`src/rtl/vsm.sv`:
```
`default_nettype none
// ============================================================================
// Module      : vsm
// Description : Vector-scalar multiply-accumulate lane array. Each enabled
//               cycle, SIZE unsigned 8-bit lanes are multiplied by a shared
//               8-bit scalar and the low byte of each product is added
//               (mod 256) into that lane's accumulator. Three-stage pipeline
//               (input, product, accumulator), all stages gated by enable.
// Revision    : 1.0 - initial release
// ============================================================================
module vsm #(
    parameter int SIZE = 3
) (
    input  logic                clk,
    input  logic                reset,
    input  logic                enable,
    input  logic [8*SIZE-1:0]   a,
    input  logic [7:0]          b,
    output logic [8*SIZE-1:0]   out
);

    // Stage 1 operand registers
    logic [8*SIZE-1:0] a_q;
    logic [7:0]        b_q;

    // Stage 1: capture the vector and scalar operands
    always_ff @(posedge clk or negedge reset) begin
        if (!reset) begin
            a_q <= '0;
            b_q <= '0;
        end else if (enable) begin
            a_q <= a;
            b_q <= b;
        end
    end

    // Per-lane stages 2 and 3; lanes never interact
    for (genvar i = 0; i < SIZE; i++) begin : g_lane
        logic [7:0] prod_low;
        logic [7:0] prod;
        logic [7:0] acc;

        // Only the low byte of the 16-bit product is ever kept, so the
        // multiply is evaluated in an 8-bit context (identical low byte).
        assign prod_low = a_q[8*i +: 8] * b_q;

        // Stage 2 product register and stage 3 wrap-around accumulator
        always_ff @(posedge clk or negedge reset) begin
            if (!reset) begin
                prod <= '0;
                acc  <= '0;
            end else if (enable) begin
                prod <= prod_low;
                acc  <= acc + prod;
            end
        end

        assign out[8*i +: 8] = acc;
    end

endmodule
`default_nettype wire

```
`config.mk`:
```
export PLATFORM = sky130hd
export DESIGN_NAME = vsm
export DESIGN_NICKNAME = d
export VERILOG_FILES = /design/src/rtl/vsm.sv
export SDC_FILE = /design/constraint.sdc
export NUM_CORES = 1
export LEC_CHECK = 0
export BUFFER_PORTS_ARGS = -buffer_cell sky130_fd_sc_hd__buf_2
export CORE_MARGIN = 3
export CORE_UTILIZATION = 55
export DETAILED_ROUTE_END_ITERATION = 16
export GPL_ROUTABILITY_DRIVEN = 0
export PLACE_DENSITY = 0.73
export REMOVE_ABC_BUFFERS = 1
export SETUP_SLACK_MARGIN = 0.5
export SYNTH_ARGS = -nofsm -noshare
export SYNTH_HDL_FRONTEND = slang
export SYNTH_SLANG_ARGS = --single-unit
```
`constraint.sdc`:
```
create_clock -name clk -period 6.3 [get_ports clk]
set_input_delay 0.945 -clock clk [delete_from_list [all_inputs] [get_ports clk]]
set_output_delay 0.945 -clock clk [all_outputs]
set_load 0.1 [all_outputs]
```
==> results.toml <==
[finish]
synthToLayoutAreaGrowth_pct = 10.8
drive_above_1_share_pct = 20.5
most-common-layout-cells = "inv_1, dfrtp_1, ha_1"
layout_commonest_cell = "inv_1"
multi_input_area_mm2 = 0.00403
n_antenna_cell = 0
final-instance-count-excl-fill = 823
fillerInstances = 969
num-nets-final = 822
regArea_mm2 = 0.00200

[synthesis]
synth_xor_area_share_pct = 8.17
synth_top_family_by_area = "adder cells"
synthAdderAreaFrac_pct = 25.5
ys_seq_area_share_pct = 31.1
ys_ff_latch = 80
synth_top_area_share_pct = 31.1
netlist_instances = 629
yosysWarnings = 0
synthSimpleGateAreaFrac_pct = 12.3
synth_compound_area_share_pct = 6.84
synthTopCellsByArea = "dfrtp_1, ha_1, fa_1, mux2_2, xnor2_1"
synth_cell_types = 32
yosys.area.top_type = "dfrtp_1"
synth.avg_cell_area_um2 = 10.2
synthMuxAreaShare_pct = 9.80
syn-cell-area_mm2 = 0.00643

[die]
die_w_um = 114
rows = 38
initial_core_util_pct = 57.8
chipHeight_um = 114
die_area_mm2 = 0.0130
core_area_mm2 = 0.0111
io_pins = 59

[setup_path]
worst_ep_arrival_time_ns = 4.12
path_max_fanout = 19
reg2reg_depth = 13
end_kind = "flop"
required_ns = 6.50
worst_r2r_endpoint = "g_lane[0].prod[7]"
r2r-start = "b_q[2]"
criticalPathCategory = "reg2reg"
rrSetupSlack_ns = 2.38
cp-start-kind = "flop"

[clocking]
clkTransAtPathRegs_ns = 0.06
cts_tree = "built"
clkLatencyLatePin_ns = 0.34
hold_buffers = 0
cts_setup_buffers = 0
h-tree-depth = 3
cts_buffer_depth = 2
cts_buffers = 9
clkSinkCount = 80
cts-root-buf = "clkbuf_16"
cts_resized = 0

[placement]
dpl.hpwl_um = 8910
dp_cells = 808
port_buffers = 58

[drt]
via_count = 4317
antenna_left = 0
drt_wl_total_um = 11800
drtPass1Iterations = 4
highest_layer = "met4"
met3WireLength_um = 430
post-route-drc-count = 0
met2_length_um = 6180
routedWlPerCell_um = 14.4
drt-met1-wl_um = 5110
drt_iter0_drc = 179
via_per_inst = 5.25

[timing]
drv_slew = 0
rsz0062_at_grt = "false"
fin_skew_ns = 0.00628
max_freq_ghz = 0.255
hold_viol_final = 0
setup_tns_ns = 0
tightest_slew_ns = 1.01
setup_viol = 0
fin_crit_sh_pct = 62.2
slew_headroom_pct = 32.5
period_needed_ns = 3.92

[global_routing]
grt_pass1_vias = 4626
antenna_found_initial = 0
grt_max_degree = 81
track_usage_pct = 20.1
grt_pass1_wl_um = 21000
grt_overflow_total = 0

[run]
drv_cap = 0

[worst_hold_path]
min_from = "g_lane[2].acc[7]"
min_to = "g_lane[2].acc[7]"
hold_path_depth = 1
min-delay-path-class = "reg2reg"

[pwr]
ir_worst_vdd_mv = 0.359
p_leak_uw = 0.00346
powerDensity_mw_per_mm2 = 509

[status]
outcome = "completed"
kinds of logic (layout without fill, tap and decap cells):
logic type / count (synthesis) / in the layout
AOI/OAI and AO/OA: 66 / 66
xor gates and xnor gates: 60 / 60
DFF: 80 / 80
and+or+nand+nor: 156 / 156
muxes: 56 / 56
adders and majority gates: 108 / 108
buffers and inverters: 103 / 157
Yosys cell counts (all sizes together):
master	n
buf	8
nand3b	2
o21a	9
o21ai	14
nor3b	1
and2	66
a21oi	19
nand2	57
nor3	6
nor2	16
o211a	2
a21boi	4
o31ai	6
or3	1
ha	69
nor2b	4
dfrtp	80
nand3	3
a21o	9
xor2	9
clkbuf	12
mux2	56
o211ai	2
xnor2	51
a211o	1
fa	39
inv	83
sequential cells by signal, summed over array words and instances (netlist names):
register     count
a_q             24
g_lane.acc      24
g_lane.prod     24
b_q              8
where the power goes:
group | switching (uW) | internal, uW
Combinational | 1390 | 866
Sequential | 147 | 687
Clock | 201 | 337
Total | 1740 | 1890
how the worst max path moves through the flow:
stage / from / endpoint / slack, ns
floorplan: b_q[4] / g_lane[1].prod[7] / 2.73
global placement: b_q[4] / g_lane[1].prod[7] / 2.54
detailed placement: b_q[2] / g_lane[0].prod[7] / 2.40
CTS: b_q[2] / g_lane[0].prod[7] / 2.38
global route: b_q[3] / g_lane[2].prod[7] / 2.17
finish: b_q[2] / g_lane[0].prod[7] / 2.38
cell type report:
cell class                      instances  area share (%)
Timing Repair Buffer                   59            4.24
Multi-Input combinational cell        446            56.6
Tap cell                              140            2.46
Inverter                               83            4.37
Clock buffer                           13            3.79
Clock inverter                          2           0.526
Sequential cell                        80            28.1
metal layers:
layer | track usage (%) | vias to the layer above
li1 | - | 2125
met1 | 24.8 | 2116
met2 | 34.9 | 66
met3 | 4.65 | 10
met4 | 6.10 | 0
met5 | 0 | -
stage by stage:
stage                     total power, uW  hold WS [ns]  worst slack [ns]  utilization (%)  instance area [um2]
after global placement               3030         0.452              2.54             61.3                 6830
after global routing                 3950         0.489              2.17             64.1                 7130
after detailed placement             3120         0.460              2.40             61.3                 6830
after floorplan                      2700         0.480              2.73                -                 6350
after CTS                            3680         0.468              2.38             64.1                 7130
final                                3630         0.458              2.38             64.1                 7130
critical path: stages, from the launching register on:
cell     delay, ns
dfrtp_1       0.72
nand2_1       0.17
fa_1          0.53
inv_1         0.05
ha_1          0.28
inv_1         0.05
fa_1          0.51
fa_1          0.55
inv_1         0.05
ha_1          0.31
a21oi_1       0.18
xnor2_1       0.17
xnor2_1       0.14
a21oi_1       0.08
Power figures use the tool's default switching activity.
